**config.mk**
```make
export PLATFORM = sky130hd
export DESIGN_NAME = bus_demux_1_4
export DESIGN_NICKNAME = d
export VERILOG_FILES = /design/src/rtl/bus_demux_1_4.sv
export SDC_FILE = /design/constraint.sdc
export NUM_CORES = 1
export LEC_CHECK = 0
export ABC_AREA = 1
export CORE_UTILIZATION = 25
export CTS_CLUSTER_DIAMETER = 200
export CTS_CLUSTER_SIZE = 30
export DETAILED_ROUTE_END_ITERATION = 8
export DONT_BUFFER_PORTS = 1
export MAX_ROUTING_LAYER = met4
export PLACE_DENSITY = 0.49
export SETUP_SLACK_MARGIN = 0.05
export SYNTH_ARGS = -nofsm -noshare
export SYNTH_HDL_FRONTEND = slang
export SYNTH_SLANG_ARGS = --single-unit
```
**constraint.sdc**
```tcl
create_clock -name clk -period 8.57 [get_ports clk]
set_clock_uncertainty 0.1 [all_clocks]
set_input_delay 0.857 -clock clk [delete_from_list [all_inputs] [get_ports clk]]
set_output_delay 0.857 -clock clk [all_outputs]
set_load 0.005 [all_outputs]
```
**src/rtl/bus_demux_1_4.sv**
```systemverilog
// bus_demux_1_4: one LSU initiator to four bus targets, one transaction
// outstanding. Decodes addr[29:28] to a target, forwards the request with a
// valid/ready handshake, waits for that target's response and returns it.
// Ports:
//   clk, rst                 clock, async active-high reset
//   m_req_valid/m_req_ready  initiator request handshake
//   m_addr, m_wdata, m_we    initiator request fields
//   m_rsp_valid, m_rdata,    registered one-cycle response strobe,
//   m_err                    read data and error flag
//   s_req_valid/s_req_ready  per-target request handshake (4 bits)
//   s_addr, s_wdata, s_we    latched request fields shared by all targets
//   s_rsp_valid, s_rdata     per-target response strobe and packed data
// Optional feature: define BUS_DEMUX_TIMEOUT_EN to abort REQ/RSP waits
// after TIMEOUT cycles with an error response.
module bus_demux_1_4 #(
    parameter int ADDR_W  = 32,
    parameter int DATA_W  = 32,
    parameter int TIMEOUT = 16
) (
    input  logic                clk,
    input  logic                rst,
    input  logic                m_req_valid,
    output logic                m_req_ready,
    input  logic [ADDR_W-1:0]   m_addr,
    input  logic [DATA_W-1:0]   m_wdata,
    input  logic                m_we,
    output logic                m_rsp_valid,
    output logic [DATA_W-1:0]   m_rdata,
    output logic                m_err,
    output logic [3:0]          s_req_valid,
    input  logic [3:0]          s_req_ready,
    output logic [ADDR_W-1:0]   s_addr,
    output logic [DATA_W-1:0]   s_wdata,
    output logic                s_we,
    input  logic [3:0]          s_rsp_valid,
    input  logic [4*DATA_W-1:0] s_rdata
);

    localparam logic [1:0] IDLE = 2'd0;
    localparam logic [1:0] REQ  = 2'd1;
    localparam logic [1:0] RSP  = 2'd2;
    localparam logic [1:0] RESP = 2'd3;

    logic [1:0]        state;
    logic [1:0]        state_nx;
    logic [1:0]        sel;
    logic              dec_err;
    logic              accept;
    logic              req_hs;
    logic              rsp_hs;
    logic              tmo;
    logic [DATA_W-1:0] rsp_slice;

    // Any address bit above 29 set means no target lives there.
    generate
        if (ADDR_W > 30) begin : g_dec
            assign dec_err = |m_addr[ADDR_W-1:30];
        end else begin : g_nodec
            assign dec_err = 1'b0;
        end
    endgenerate

    assign m_req_ready = (state == IDLE);
    assign accept      = m_req_ready && m_req_valid;
    assign req_hs      = (state == REQ) && s_req_ready[sel];
    assign rsp_hs      = (state == RSP) && s_rsp_valid[sel];
    assign rsp_slice   = s_rdata[int'(sel)*DATA_W +: DATA_W];

    // Decoded from state so an async reset drops it at once.
    always_comb begin
        s_req_valid = 4'b0000;
        if (state == REQ) begin
            s_req_valid[sel] = 1'b1;
        end
    end

`ifdef BUS_DEMUX_TIMEOUT_EN
    localparam int CW = $clog2(TIMEOUT) + 1;

    logic [CW-1:0] wait_cnt;
    logic          busy;

    assign busy = (state == REQ) || (state == RSP);
    // A handshake in the last allowed cycle still wins over the timeout.
    assign tmo  = busy && (wait_cnt == CW'(TIMEOUT - 1))
                  && !req_hs && !rsp_hs;

    always_ff @(posedge clk or posedge rst) begin
        if (rst) begin
            wait_cnt <= '0;
        end else if (accept || req_hs || rsp_hs) begin
            wait_cnt <= '0;
        end else if (busy) begin
            wait_cnt <= wait_cnt + 1'b1;
        end
    end
`else
    assign tmo = 1'b0;
`endif

    always_comb begin
        state_nx = state;
        case (state)
            IDLE: begin
                if (m_req_valid) begin
                    state_nx = dec_err ? RESP : REQ;
                end
            end
            REQ: begin
                if (req_hs) begin
                    state_nx = RSP;
                end else if (tmo) begin
                    state_nx = RESP;
                end
            end
            RSP: begin
                if (rsp_hs || tmo) begin
                    state_nx = RESP;
                end
            end
            default: state_nx = IDLE;
        endcase
    end

    always_ff @(posedge clk or posedge rst) begin
        if (rst) begin
            state       <= IDLE;
            sel         <= 2'd0;
            s_addr      <= '0;
            s_wdata     <= '0;
            s_we        <= 1'b0;
            m_rsp_valid <= 1'b0;
            m_rdata     <= '0;
            m_err       <= 1'b0;
        end else begin
            state       <= state_nx;
            // RESP always returns to IDLE, so this is a one-cycle strobe.
            m_rsp_valid <= (state != RESP) && (state_nx == RESP);
            if (accept) begin
                sel     <= m_addr[29:28];
                s_addr  <= m_addr;
                s_wdata <= m_wdata;
                s_we    <= m_we;
                if (dec_err) begin
                    m_rdata <= '0;
                    m_err   <= 1'b1;
                end
            end
            if (rsp_hs) begin
                m_rdata <= s_we ? '0 : rsp_slice;
                m_err   <= 1'b0;
            end else if (tmo) begin
                m_rdata <= '0;
                m_err   <= 1'b1;
            end
        end
    end

endmodule
```
# Word level (Yosys, flattened, before mapping)
# Cells that the tools add are included.
dict set report classes {
  reduce_logical 10
  muxes 19
  magnitude_cmp 2
  n_shift 1
  eq_ne 4
}
# op n
set op_table {}
lappend op_table {{two-way mux 32 bit} 4}
lappend op_table {{variable part select 128 x 8 -> 32 bit} 1}
lappend op_table {{two-way mux 2 bit} 4}
lappend op_table {{two-way mux 1 bit} 6}
lappend op_table {{one-hot mux 2 bit (3 select lines)} 1}
lappend op_table {{logical AND 1 bit} 5}
lappend op_table {{binary-select mux 1 bit (select 2 bit)} 2}
lappend op_table {{== test 2 bit, second input constant} 2}
lappend op_table {{two-way mux 4 bit} 1}
lappend op_table {{nonzero test 2 bit} 2}
lappend op_table {{< comparator 2 x 3 -> 1 bit, second input constant} 1}
lappend op_table {{demux 1 bit (select 2 bit)} 1}
lappend op_table {{== test 2 x 1 -> 1 bit, second input constant} 1}
lappend op_table {{>= comparator 2 x 1 -> 1 bit, second input constant} 1}
lappend op_table {{zero test 2 bit} 1}
lappend op_table {{!= test 2 bit, second input constant} 1}
lappend op_table {{AND reduction 2 bit} 1}
lappend op_table {{OR reduction 2 bit} 1}
dict set report word_totals {
  regBits 103
  out_inout_bits 104
  input_bits 204
}

# Longest topological paths before layout
dict set report depth {
  ltp_word 7
  depth_mapped 10
  ltp_nobuf 8
}

# Worst setup path after synthesis
# OpenSTA, ideal clock, no wires.
dict set report synth_timing {
  kind {flip-flop to output port}
  from {register, netlist name s_addr[28]}
  to {output s_req_valid[0]}
  slack_ps 6564
  n_path_buf 3
  arrival_time_ps 1049
  stages_incl_launch_ff 5
  path_cell_list {dfrtp_1 buf_6 buf_4 buf_4 nor3_1}
}
# element line_no
set synth_lines {}
lappend synth_lines {{end, declared} 30} ;# output logic [3:0] s_req_valid,

==> metrics.txt <==
first-pass GRT wire length=25,800 um; CTS tree=built; status=completed; area of the multi-input gates=2420 um2; worst path cell trace=buf_4 > inv_2 > nor3_1; CP max FO=74; Worst-Skew Late Latency=0.35 ns; H-tree depth=3; CTS Sinks=101; GPL Wtd Cong=0.736; Antenna Nets Post-Route=0; Vias/cell=4.64; Finished Layout Cells=991; Pre-antenna DRT Iters=4; Clock transition at path regs=0.07 ns; Max-slew headroom=26.1%; Mapped Nets=957; Post-Synth XOR/XNOR Area=0%; asr flop ratio synth=100%; total power draw=2090 uW; final hold violation count=0; Max clock buf depth=2; Reg area=2530 um2; mapped cell area=5320 um2; Worst setup EP type=output pin; DP HPWL=11,300 um; final period utilization=37.0%; CTS Buf Count=9; initial antenna violation count=0; n_diodes=0; max incr delay on CP=0.60 ns; CTS resizes=0; ys flop type=dfrtp_1; Worst Path Buf+Inv=2; Final Max Tran Viols=0; wire per inst=16.8 um; worst setup path class=reg -> out; hold crit path type=in -> async; DR iter-0 viols=218; most numerous cell in the Yosys netlist=nand2_1; die area=21,900 um2; post-synth top area share=47.5%; Port Buffers=0; max capacitance violation total=0; flops & latches, synth=101; Synth Area in Simple Gates=44.8%; fin util=27.5%; PwrDens=370 nW/um2; via count=4,596; largest family of logic cells by synthesized area=simple AND/OR/NAND/NOR gates; layout cell share with drive strength beyond 1=4.44%; # fillers=2,318; nets@finish=920; crit-path leading delay family=buffers and inverters; GRT Residual Overflow=0; Achievable Freq=316 MHz; worst slew pin tran=1.11 ns; largest cells by area after synthesis=dfrtp_1 (48%), nand2_1 (26%), nand3_1 (13%), nor2_1 (4.7%), buf_4 (2.0%); EDFF count, synth=0; multiplexer share of the synthesized area=0%; cells after synthesis=753; Post-CTS Setup Bufs=0; RSZ-0062 raised after global routing=no; Pleak=0.00306 uW; final WL=16,700 um; clk root buf=clkbuf_16; YS warnings=0; design area=5660 um2; Core Region=20,600 um2; VDD IR-drop max=0.123 mV; TNS Setup=0 ns; sequential share of the synthesized area=47.5%; die height=148 um; CP max-delay cell=buf_4; Yosys top cell by area=dfrtp_1; arrival time at the worst endpoint=2.21 ns; Yosys cell types=18; I/O pin cnt=308; placed cells=975; Mapped Avg Cell Area=7.06 um2; final setup violation count=0; final critical-path required period=3.17 ns; Die Width=148 um; area delta synth->final=6.33%; CP required=7.61 ns; vias in the first global route=4,536; DRC=0; largest net degree at the start of global routing=75; top post-synthesis cells by count=nand2_1 (373), nand3_1 (134), dfrtp_1 (101), nor2_1 (67), buf_2 (19); Global Route Usage Sum=15.9%; CTS Hold Bufs=0; placed cell area=5370 um2; Synth Area in Compound Gates=0.541%; Initial Utilization=25.9%; num rows=52; Startpoint Class=flop; Adder-Cell Fraction of Synth Area=0%
[through the flow]
stage | setup slack, ns | hold WS [ns]
2_1_floorplan | 4.97 | 0.365
3_3_place_gp | 5.69 | 0.382
3_5_place_dp | 5.66 | 0.385
4_1_cts | 5.32 | 0.366
5_1_grt | 5.20 | 0.388
6_report | 5.40 | 0.350
[state kept, by name, indices dropped and copies added (netlist names)]
signal,flops
s_we,1
s_wdata,32
m_rsp_valid,1
s_addr,32
m_err,1
state,2
m_rdata,32
[worst paths after layout]
| kind | from | cells past startpoint | slack [ns] | to |
|---|---|---|---|---|
| max | s_addr[28] | 3 | 5.40 | s_req_valid[3] |
| min | rst | 1 | 0.35 | s_wdata[18] |
| max reg2reg | s_addr[28] | 9 | 5.76 | m_rdata[14] |
| min in group clk | s_addr[16] | 2 | 0.40 | s_addr[16] |
| max in group asynchronous | rst | 2 | 6.78 | s_addr[28] |
| min reg2reg | s_addr[16] | 2 | 0.40 | s_addr[16] |
[logic make-up after synthesis]
family	count (synthesis)
compound gates	5
buf+inv	65
simple gates	582
flops	101
[final cells by class]
class	count	area share (%)
flip-flops and latches	101	44.7
multi-input cells	587	42.8
well taps	270	5.97
clock buffers	11	4.29
inverters	12	0.841
clock inverters	5	0.730
repair buffers	5	0.664
[layer usage]
layer	vias up	part of all wire (%)	GRT usage [%]
met5	-	0	-
met4	0	2.7	6.80
met3	27	6.0	3.43
met2	166	49	25.4
met1	2128	42	19.3
li1	2275	-	-
[placed cells by master, fill, tap and decap left out, types with 2 or more instances in the layout]
cell and count:
o21ai_0 2, inv_6 2, inv_2 4, clkbuf_16 9
clkinvlp_4 2, inv_1 7, dfrtp_2 2, nand3_1 134
nand2_1 373, nor3_1 4, buf_4 5, nor2_4 3
dfrtp_1 99, nor2_1 67
[worst register-to-register path: stages, from the launching register on]
cell	delay [ns]
dfrtp_2	0.34
buf_4	0.60
inv_2	0.56
nand2_1	0.17
nand2_1	0.06
nand2_1	0.06
nand2_1	0.07
nand2_2	0.52
nand3_1	0.17
nand2_1	0.09
[where the power goes]
| group | switching [uW] | total, uW | internal, uW |
|---|---|---|---|
| combinational | 607 | 850 | 243 |
| clock | 195 | 403 | 208 |
| sequential | 170 | 838 | 668 |
| total | 972 | 2090 | 1120 |
Power figures use the tool's default switching activity.
